===== src/rtl/apb_regfile_slave_if.sv =====
// APB bus bundle for apb_regfile_slave.
// Signals: PSEL/PENABLE/PWRITE/PADDR/PWDATA (master -> slave),
//          PRDATA/PREADY/PSLVERR (slave -> master).
// Modports: master (bus initiator), slave (register file).
interface apb_regfile_slave_if #(
    parameter int unsigned ADDR_WIDTH = 32,
    parameter int unsigned DATA_WIDTH = 32
);
    logic                  PSEL;
    logic                  PENABLE;
    logic                  PWRITE;
    logic [ADDR_WIDTH-1:0] PADDR;
    logic [DATA_WIDTH-1:0] PWDATA;
    logic [DATA_WIDTH-1:0] PRDATA;
    logic                  PREADY;
    logic                  PSLVERR;

    modport master (
        output PSEL, PENABLE, PWRITE, PADDR, PWDATA,
        input  PRDATA, PREADY, PSLVERR
    );

    modport slave (
        input  PSEL, PENABLE, PWRITE, PADDR, PWDATA,
        output PRDATA, PREADY, PSLVERR
    );
endinterface


===== src/rtl/apb_regfile_slave.sv =====
// APB register-file slave with a fixed number of wait states.
// Register 0 is a read-only ID, register 1 a read-only STATUS word
// ([15:0] completed-OK count, [31:16] error count), the rest are R/W.
// Ports:
//   HCLK   - sole clock, rising edge
//   HRESET - synchronous active-high reset
//   apb    - APB slave modport (PSEL, PENABLE, PWRITE, PADDR, PWDATA in;
//            PRDATA, PREADY, PSLVERR out, all registered)
// DATA_WIDTH is expected to be at least 32 so STATUS fits.
module apb_regfile_slave #(
    parameter int unsigned           ADDR_WIDTH  = 32,
    parameter int unsigned           DATA_WIDTH  = 32,
    parameter logic [ADDR_WIDTH-1:0] BASE_ADDR   = ADDR_WIDTH'(32'h100),
    parameter int unsigned           NUM_REGS    = 8,
    parameter int unsigned           WAIT_STATES = 2,
    parameter logic [DATA_WIDTH-1:0] ID_VALUE    = DATA_WIDTH'(32'hA5B0_0001)
) (
    input logic               HCLK,
    input logic               HRESET,
    apb_regfile_slave_if.slave apb
);

    localparam int unsigned           IDX_W   = $clog2(NUM_REGS);
    localparam logic [ADDR_WIDTH-1:0] SPAN    = ADDR_WIDTH'(4 * NUM_REGS);
    localparam logic [3:0]            WS_LOAD = 4'((WAIT_STATES == 0) ? 0 : WAIT_STATES - 1);

    typedef enum logic [1:0] {StIdle, StWait, StResp} state_e;

    state_e                state_q;
    logic [3:0]            cnt_q;
    logic [ADDR_WIDTH-1:0] addr_q;
    logic                  write_q;
    logic [DATA_WIDTH-1:0] wdata_q;
    logic                  err_q;
    logic [15:0]           ok_cnt_q;
    logic [15:0]           err_cnt_q;
    logic [DATA_WIDTH-1:0] regs_q [NUM_REGS];
    logic [DATA_WIDTH-1:0] prdata_q;
    logic                  pready_q;
    logic                  pslverr_q;

    // Decode works on the live bus in IDLE (setup cycle) and on the latched
    // transfer otherwise, so the zero-wait case can load PRDATA at setup.
    logic [ADDR_WIDTH-1:0] sel_addr;
    logic                  sel_write;
    logic [ADDR_WIDTH-1:0] offset;
    logic [IDX_W-1:0]      sel_idx;
    logic                  sel_err;
    logic [DATA_WIDTH-1:0] sel_rdata;

    always_comb begin
        sel_addr  = (state_q == StIdle) ? apb.PADDR : addr_q;
        sel_write = (state_q == StIdle) ? apb.PWRITE : write_q;
        offset    = sel_addr - BASE_ADDR;
        sel_idx   = offset[IDX_W+1:2];
        sel_err   = 1'b0;
        if (!((sel_addr >= BASE_ADDR) && (offset < SPAN))) begin
            sel_err = 1'b1;
        end else if (offset[1:0] != 2'b00) begin
            sel_err = 1'b1;
        end else if (sel_write && (sel_idx < IDX_W'(2))) begin
            sel_err = 1'b1;
        end
        if (sel_idx == '0) begin
            sel_rdata = ID_VALUE;
        end else if (sel_idx == IDX_W'(1)) begin
            sel_rdata = DATA_WIDTH'({err_cnt_q, ok_cnt_q});
        end else begin
            sel_rdata = regs_q[sel_idx];
        end
    end

    always_ff @(posedge HCLK) begin
        if (HRESET) begin
            state_q   <= StIdle;
            cnt_q     <= '0;
            addr_q    <= '0;
            write_q   <= 1'b0;
            wdata_q   <= '0;
            err_q     <= 1'b0;
            ok_cnt_q  <= '0;
            err_cnt_q <= '0;
            prdata_q  <= '0;
            pready_q  <= 1'b0;
            pslverr_q <= 1'b0;
            for (int i = 0; i < int'(NUM_REGS); i++) begin
                regs_q[i] <= '0;
            end
        end else begin
            // Outputs are only non-zero during the single RESP cycle.
            prdata_q  <= '0;
            pready_q  <= 1'b0;
            pslverr_q <= 1'b0;
            unique case (state_q)
                StIdle: begin
                    if (apb.PSEL && !apb.PENABLE) begin
                        addr_q  <= apb.PADDR;
                        write_q <= apb.PWRITE;
                        wdata_q <= apb.PWDATA;
                        err_q   <= sel_err;
                        if (WAIT_STATES == 0) begin
                            state_q   <= StResp;
                            pready_q  <= 1'b1;
                            pslverr_q <= sel_err;
                            prdata_q  <= (sel_err || apb.PWRITE) ? '0 : sel_rdata;
                        end else begin
                            state_q <= StWait;
                            cnt_q   <= WS_LOAD;
                        end
                    end
                end
                StWait: begin
                    if (!apb.PSEL) begin
                        state_q <= StIdle;
                    end else if (apb.PENABLE) begin
                        if (cnt_q == '0) begin
                            state_q   <= StResp;
                            pready_q  <= 1'b1;
                            pslverr_q <= err_q;
                            prdata_q  <= (err_q || write_q) ? '0 : sel_rdata;
                        end else begin
                            cnt_q <= cnt_q - 4'd1;
                        end
                    end
                end
                StResp: begin
                    state_q <= StIdle;
                    // Dropping PSEL here aborts: no commit, no count update.
                    if (apb.PSEL) begin
                        if (err_q) begin
                            if (err_cnt_q != 16'hFFFF) begin
                                err_cnt_q <= err_cnt_q + 16'd1;
                            end
                        end else begin
                            if (ok_cnt_q != 16'hFFFF) begin
                                ok_cnt_q <= ok_cnt_q + 16'd1;
                            end
                            if (write_q) begin
                                regs_q[sel_idx] <= wdata_q;
                            end
                        end
                    end
                end
                default: state_q <= StIdle;
            endcase
        end
    end

    assign apb.PRDATA  = prdata_q;
    assign apb.PREADY  = pready_q;
    assign apb.PSLVERR = pslverr_q;

endmodule


===== src/flat_wrapper.sv =====
// flat-port wrapper written by rule: the top's interface ports become plain ports
module apb_regfile_slave_flat 
#(
    parameter int unsigned           ADDR_WIDTH  = 32,
    parameter int unsigned           DATA_WIDTH  = 32,
    parameter logic [ADDR_WIDTH-1:0] BASE_ADDR   = ADDR_WIDTH'(32'h100),
    parameter int unsigned           NUM_REGS    = 8,
    parameter int unsigned           WAIT_STATES = 2,
    parameter logic [DATA_WIDTH-1:0] ID_VALUE    = DATA_WIDTH'(32'hA5B0_0001)
)
  (HCLK, HRESET, apb_PSEL, apb_PENABLE, apb_PWRITE, apb_PADDR, apb_PWDATA, apb_PRDATA, apb_PREADY, apb_PSLVERR);
  apb_regfile_slave_if #(.ADDR_WIDTH(ADDR_WIDTH), .DATA_WIDTH(DATA_WIDTH)) apb_i ();
  input logic HCLK;
  input logic HRESET;
  input wire logic [$bits(apb_i.PSEL)-1:0] apb_PSEL;
  input wire logic [$bits(apb_i.PENABLE)-1:0] apb_PENABLE;
  input wire logic [$bits(apb_i.PWRITE)-1:0] apb_PWRITE;
  input wire logic [$bits(apb_i.PADDR)-1:0] apb_PADDR;
  input wire logic [$bits(apb_i.PWDATA)-1:0] apb_PWDATA;
  output wire logic [$bits(apb_i.PRDATA)-1:0] apb_PRDATA;
  output wire logic [$bits(apb_i.PREADY)-1:0] apb_PREADY;
  output wire logic [$bits(apb_i.PSLVERR)-1:0] apb_PSLVERR;
  assign apb_i.PSEL = apb_PSEL;
  assign apb_i.PENABLE = apb_PENABLE;
  assign apb_i.PWRITE = apb_PWRITE;
  assign apb_i.PADDR = apb_PADDR;
  assign apb_i.PWDATA = apb_PWDATA;
  assign apb_PRDATA = apb_i.PRDATA;
  assign apb_PREADY = apb_i.PREADY;
  assign apb_PSLVERR = apb_i.PSLVERR;
  apb_regfile_slave #(.ADDR_WIDTH(ADDR_WIDTH), .DATA_WIDTH(DATA_WIDTH), .BASE_ADDR(BASE_ADDR), .NUM_REGS(NUM_REGS), .WAIT_STATES(WAIT_STATES), .ID_VALUE(ID_VALUE)) u_core (.HCLK(HCLK), .HRESET(HRESET), .apb(apb_i));
endmodule

===== config.mk =====
export PLATFORM = sky130hd
export DESIGN_NAME = apb_regfile_slave_flat
export DESIGN_NICKNAME = d
export VERILOG_FILES = /design/src/rtl/apb_regfile_slave_if.sv /design/src/rtl/apb_regfile_slave.sv /design/src/flat_wrapper.sv
export SDC_FILE = /design/constraint.sdc
export NUM_CORES = 1
export LEC_CHECK = 0
export BUFFER_PORTS_ARGS = -buffer_cell sky130_fd_sc_hd__buf_2
export CAP_MARGIN = 15
export CORE_MARGIN = 2
export CORE_UTILIZATION = 33
export CTS_CLUSTER_SIZE = 20
export DETAILED_ROUTE_END_ITERATION = 10
export GPL_TIMING_DRIVEN = 0
export SYNTH_ARGS = -nofsm -noshare
export SYNTH_HDL_FRONTEND = slang
export SYNTH_SLANG_ARGS = --single-unit

===== constraint.sdc =====
create_clock -name HCLK -period 3.15 [get_ports HCLK]
set_input_delay 0.1575 -clock HCLK [delete_from_list [all_inputs] [get_ports HCLK]]
set_output_delay 0.1575 -clock HCLK [all_outputs]
set_load 0.01 [all_outputs]

==> results of run 1 <==
-- critical path: stages (launching register included) --
cell      delay, ns
dfxtp_1        0.30
buf_6          0.13
or2_1          0.21
clkbuf_1       0.20
nand2_1        0.11
nand2_1        0.37
nor4_2         0.83
or2_4          0.63
-- registers in the layout (all words and copies together), names as in the netlist, 2 cells and up --
register	cells
u_core.cnt_q	4
u_core.regs_q	192
u_core.apb.PRDATA	32
u_core.wdata_q	32
u_core.addr_q	32
u_core.state_q	2
u_core.err_cnt_q	16
u_core.ok_cnt_q	16
-- stage by stage --
stage	setup slack, ns	setup TNS (ns)	cell area (sq um)
after CTS	0.0325	0	17800
after floorplan	0.754	0	14600
after global placement	-0.522	-56.08	15800
final	-0.0309	-0.645	17900
after detailed placement	-0.500	-60.03	15800
after global routing	-0.0894	-5.42	17900
-- per-layer routing --
layer | track usage, % | vias up
li1 | - | 5565
met1 | 25.2 | 5636
met2 | 31.2 | 447
met3 | 3.79 | 80
met4 | 6.69 | 0
met5 | 0 | -
-- where the power goes --
part           leakage (nW)  internal, mW  total (mW)  switching [mW]
logic                  2.92         0.264       0.777           0.513
clock network         0.616          2.69        4.57            1.88
registers              3.09          4.68        4.76          0.0793
total                  6.63          7.64        10.1            2.47
-- layout by cell type, fill, tap and decap left out, types with 6 or more instances in the layout --
cell type / count
a21oi_1: 109
a311oi_1: 7
a31oi_1: 6
and2_1: 196
buf_1: 8
buf_2: 110
clkbuf_1: 77
clkbuf_16: 40
clkbuf_2: 10
clkinvlp_4: 6
dfxtp_1: 138
dlygate4sd3_1: 66
edfxtp_1: 192
inv_1: 11
mux2i_1: 38
nand2_1: 315
nand3_1: 120
nand4_1: 11
nor2_1: 34
nor3_1: 18
nor4_1: 9
o21ai_0: 41
o31ai_1: 9
or2_4: 9
or3_1: 10
or4_1: 12
xnor2_1: 12
xor2_1: 10
-- cell families after synthesis --
logic type,Yosys count,synth area share (%)
buffers and inverters,108,2.93
adder cells (fa/ha/maj),4,0.344
multiplexers,41,2.84
AND/OR/NAND/NOR,767,26.3
XOR/XNOR,22,1.32
flip-flops,330,58.6
AO/OA/AOI/OAI,196,7.66
-- path summary, 6_finish.rpt --
| kind | startpoint | endpoint | slack, ns |
|---|---|---|---|
| worst min register to register | u_core.addr_q[6] | u_core.addr_q[6] | 0.45 |
| worst min-delay path | apb_PSEL | u_core.state_q[0] | 0.04 |
| worst max-delay path | u_core.state_q[0] | u_core.regs_q[5][6] | -0.03 |
| worst max register to register | u_core.state_q[0] | u_core.regs_q[5][6] | -0.03 |
-- area by class of cell --
cell class,count,share of cell area [%]
sequential,330,47.7
multi-input combinational,1034,31.9
timing repair buffer,168,6.56
clock buffer,52,6.09
tap,585,4.10
buffer,97,2.21
clock inverter,20,1.16
inverter,11,0.231
-- what timing repair did --
item	CTS	global route
endpoints found under the hold margin	66	0
cloned	2	2
pin swaps	1	0
endpoints found under the setup margin	221	190
gates resized for setup	15	13
hold buffers	66	0
==> metrics.txt, run 1 <==
status=complete, but fails checks; failing checks=setup timing; first-pass GRT wire length=67,300 um; post-synth top area cell=edfxtp_1; Area Overhead vs Synth=22.6%; Post-Syn Area per Cell=9.92 sq um; Leakage Power=6.63 nW; num rows=76; DIE WIDTH=between 200 and 250 um; pin count of the biggest net entering global routing=33; TritonCTS Buffers=39; clk root buf=clkbuf_16; M1 WL=a little under 20,000 um; PortBufs=around 100; Routed Antenna Nets=0; CTS tree=yes; Post-Syn Nets=~1,500; prevailing post-synth register cell=edfxtp_1; Final Wtd Congestion=a little under 0.9; GR Overflow Total=0; hold path cells=3; core area=approximately 43,000 sq um; final core utilization=between 40% and 50%; post-layout min period=3.18 ns; Worst-Margin Slew=1.08 ns; Netlist cell types=57; Layout Nets=~1,800; Final WS setup=-0.0309 ns; type of the worst setup path=flop to flop; hold_ws=between 0.03 and 0.04 ns; Setup crit end kind=flop; ant diodes=0; Ports=approximately 100; Reg clk slew, reported paths=0.06 ns; Critical Path Start Type=flop; Skew-Pair Late Insertion Delay=roughly 0.56 ns; clk_skew=about 0.018 ns; Syn Inst Count=roughly 1,500; unrepaired setup endpoints after global routing=true; ranking of synthesized cells by area=edfxtp_1, dfxtp_1, and2_1; maximum capacitance violations=0; vias in the first global route=approximately 12,000; Fmax=~310 MHz; EDFF count, synth=around 190; vias per cell=roughly 5.1; most frequent cell after synthesis=nand2_1; number of iterations in the first detailed-routing pass=6; CP arrival=3.37 ns; Ys Warns=0; met3 wire len=3200 um; Cell Pwr Density=roughly 570 nW/um^2; area of the multi-input gates=about 5700 sq um; Die Y=between 200 and 250 um; Power Total=~10 mW; initial antenna violation count=0; max_slew headroom=a little over a quarter; clock sink total=330; vias after detailed routing=approximately 12,000; DRT Wirelength=approximately 45,000 um; Storage cell area=~8500 sq um; drt wl/cell=~19 um; Starting DRT DRC Count=1,072; CP required=3.34 ns; WL met2=roughly 21,000 um; sequential fraction of the synthesis area=58.6%; Setup Buffers After CTS=0; Max FO, Critical Path=32; Total Die Area=45,800 sq um; Final Hold Viols=0; layout filler cell count=4,297; max-slew violations=0; DRC viols=0; R2R depth=7; layout cells sized above 1=12.1%; initial core utilization=about a third; period utilization=101%; GRT Total Usage=a little under a fifth; # setup viols final=31; synthesized area=approximately 15,000 sq um; Synth top area share=just under 40%; clk buf depth=3; HP Class=input pin to flop; DP HPWL=29,400 um; uppermost routed layer=met4; top post-synthesis cells by count=nand2_1, and2_1, edfxtp_1, dfxtp_1, nand3_1; maximum level of the CTS H-tree=2; Layout Cells excl Fill=~2,300; #FFs+latches synth=330; Placed Cells=approximately 2,200; Peak VDD IR=approximately 0.36 mV; FFs w/ async S/R, synth=0%
No activity file was read; power rests on OpenSTA's default activity.
==> run 2, diff against run 1 <==
CORE_UTILIZATION = 56   (was 33)
PLACE_DENSITY = 0.75   (was not set)
==> metrics.txt, run 2 (synthesis results as in run 1) <==
status=completed; Total Die Area=27,300 sq um (-40%); Routed Antenna Nets=0 (unchanged); R2R Path End=u_core.regs_q[6][7]; Leakage Power=6.59 nW (-0.68%); PortBufs=102 (unchanged); crit path cell chain=buf_2, nand2_1, nor3_2, nand3b_1, or2_1, nor3_2, or2_2; WL met2=19,200 um (-7.3%); DP Area=15,500 sq um (-2.0%); CP top delay family=simple AND/OR/NAND/NOR gates; layout cells sized above 1=11.3% (-0.83 points); clk buf depth=3 (unchanged); unrepaired setup endpoints after global routing=true; Min-Delay Startpoint=apb_PENABLE; Skew-Pair Late Insertion Delay=0.53 ns (-0.03 ns); max-slew violations=0 (unchanged); clock sink total=330 (unchanged); maximum capacitance violations=0 (unchanged); Final WS setup=0.0841 ns (+0.115 ns); Worst-Margin Slew=0.890 ns (-0.186 ns); pin count of the biggest net entering global routing=33 (unchanged); DRC viols=0 (unchanged); max incr delay on CP=0.56 ns (-0.27 ns); Reg clk slew, reported paths=0.06 ns (about the same); ant diodes=0 (unchanged); num rows=59 (-22%); type of the worst setup path=flop to flop; uppermost routed layer=met4; initial antenna violation count=0 (unchanged); GRT Total Usage=29.3% (+10 points); Setup crit end kind=flop; Area Overhead vs Synth=19.4%; DP HPWL=26,000 um (-11%); HP Class=input pin to flop; Largest register FFs=192 (unchanged); commonest non-fill, non-tap cells in the layout=nand2_1, and2_1, edfxtp_1; initial core utilization=56.5% (+23 points); Storage cell area=8530 sq um (unchanged); reg-to-reg critical path startpoint=u_core.state_q[1]; commonest non-fill, non-tap cell in the layout=nand2_1; Final Wtd Congestion=0.934 (+6.8%); met3 wire len=3580 um (+12%); Layout Nets=1,750 (-0.23%); TritonCTS Buffers=36 (-7.7%); worst hold path endpoint=u_core.state_q[0]; core area=25,800 sq um (-41%); CP required=3.31 ns (-0.03 ns); # setup viols final=0 (-100%); Cell Pwr Density=563 nW/um^2 (-0.55%); R2R depth=7 (unchanged); maximum level of the CTS H-tree=2 (unchanged); clk root buf=clkbuf_16; Fmax=326 MHz (+3.7%); CTS tree=yes; layout filler cell count=1,949 (-55%); vias after detailed routing=11,800 (+0.82%); hold path cells=3 (unchanged); Design Area, Final=17,400 sq um (-2.6%); post-layout min period=3.07 ns (-0.115 ns); Largest Register=u_core.regs_q; max_slew headroom=40.6% (+13 points); GR Overflow Total=0 (unchanged); drt wl/cell=19.9 um (+2.5%); M1 WL=16,400 um (-15%); Peak VDD IR=0.441 mV (+24%); Starting DRT DRC Count=1,277 (+19%); CP bufs+invs=1 (-1); Slowest-stage cell, CP=or2_2; Die Y=165 um (-23%); setup_tns=0 ns (+0.645 ns); clk_skew=0.0276 ns (+0.00982 ns); Final Hold Viols=0 (unchanged); Max FO, Critical Path=16 (-50%); number of iterations in the first detailed-routing pass=8 (+2); period utilization=97.3% (-3.6 points); Ports=103 (unchanged); first-pass GRT wire length=60,300 um (-10%); vias in the first global route=11,100 (-3.6%); CP arrival=3.22 ns (-0.15 ns); CP dominant cell by count=nor3_2; r2r setup slk=0.08 ns (+0.11 ns); vias per cell=5.80 (+14%); Place WS=-0.412 ns (+0.0874 ns); DIE WIDTH=165 um (-23%); DRT Wirelength=40,600 um (-9.0%); Layout Cells excl Fill=2,040 (-11%); Setup Buffers After CTS=0 (unchanged); area of the multi-input gates=5670 sq um (-0.55%); Placed Cells=1,905 (-12%); Critical Path Start Type=flop
## run 2: cell types whose count changed in the layout (fill, tap and decap cells not counted), sizes merged
| cell | change |
|---|---|
| inv | +1 |
| dlygate4sd3 | -1 |
| clkinvlp | -6 |
| clkbuf | -1 |
| bufinv | +1 |
| buf | -1 |
## run 2: what timing repair did
action | in CTS | in global routing
hold endpoints to repair | 65 | 0
endpoints found under the setup margin | 166 | 136
pin swaps | 0 | 2
gates resized for setup | 8 | 10
gates cloned | 0 | 4
hold buffers | 65 | 0
## run 2: worst max path at each step
| stage | end | startpoint | depth (start not counted) | slack, ns |
|---|---|---|---|---|
| after floorplan | u_core.regs_q[4][0] | u_core.state_q[0] | 7 | 0.75 |
| final | u_core.regs_q[6][7] | u_core.state_q[1] | 7 | 0.08 |
| after CTS | u_core.regs_q[5][11] | u_core.state_q[0] | 6 | 0.002 |
| after detailed placement | u_core.regs_q[7][11] | u_core.state_q[0] | 6 | -0.41 |
| after global routing | u_core.regs_q[4][8] | u_core.state_q[0] | 8 | 0.00006 |
| after global placement | u_core.regs_q[3][17] | u_core.state_q[0] | 6 | -0.28 |
## run 2: where the power goes
group	switching [mW]	total, mW	leakage, nW	internal, mW
Sequential	0.0776	4.76	3.09	4.68
Clock	1.70	4.27	0.582	2.56
Combinational	0.504	0.765	2.91	0.261
## run 2: layout make-up
type / instances / area share [%]
inverter: 11 / 0.237
multi-input combinational: 1034 / 32.6
clock inverter: 16 / 1.04
tap: 335 / 2.41
timing repair buffer: 167 / 6.68
sequential: 330 / 49.0
buffer: 97 / 2.25
clock buffer: 50 / 5.78
## run 2: metrics by stage
stage / hold slack, ns / util (%) / power (mW)
finish: 0.0724 / 67.5 / 9.79
global route: 0.106 / 67.5 / 10.0
CTS: 0.0636 / 67.4 / 9.76
detailed placement: 0.404 / 60.1 / 5.52
global placement: 0.398 / 60.1 / 5.50
floorplan: 0.293 / - / 5.24
## run 2: per-layer routing
metal	track usage, %	vias to the layer above
met3	5.32	108
met4	10.6	0
met1	38.9	5604
li1	-	5542
met5	0	-
met2	48.4	570
## run 2: worst reg2reg max path, delay by kind of cell (launching register included)
kind | cells | cell delay, ns
simple gates | 6 | 2.04
flops | 1 | 0.40
buf+inv | 1 | 0.26
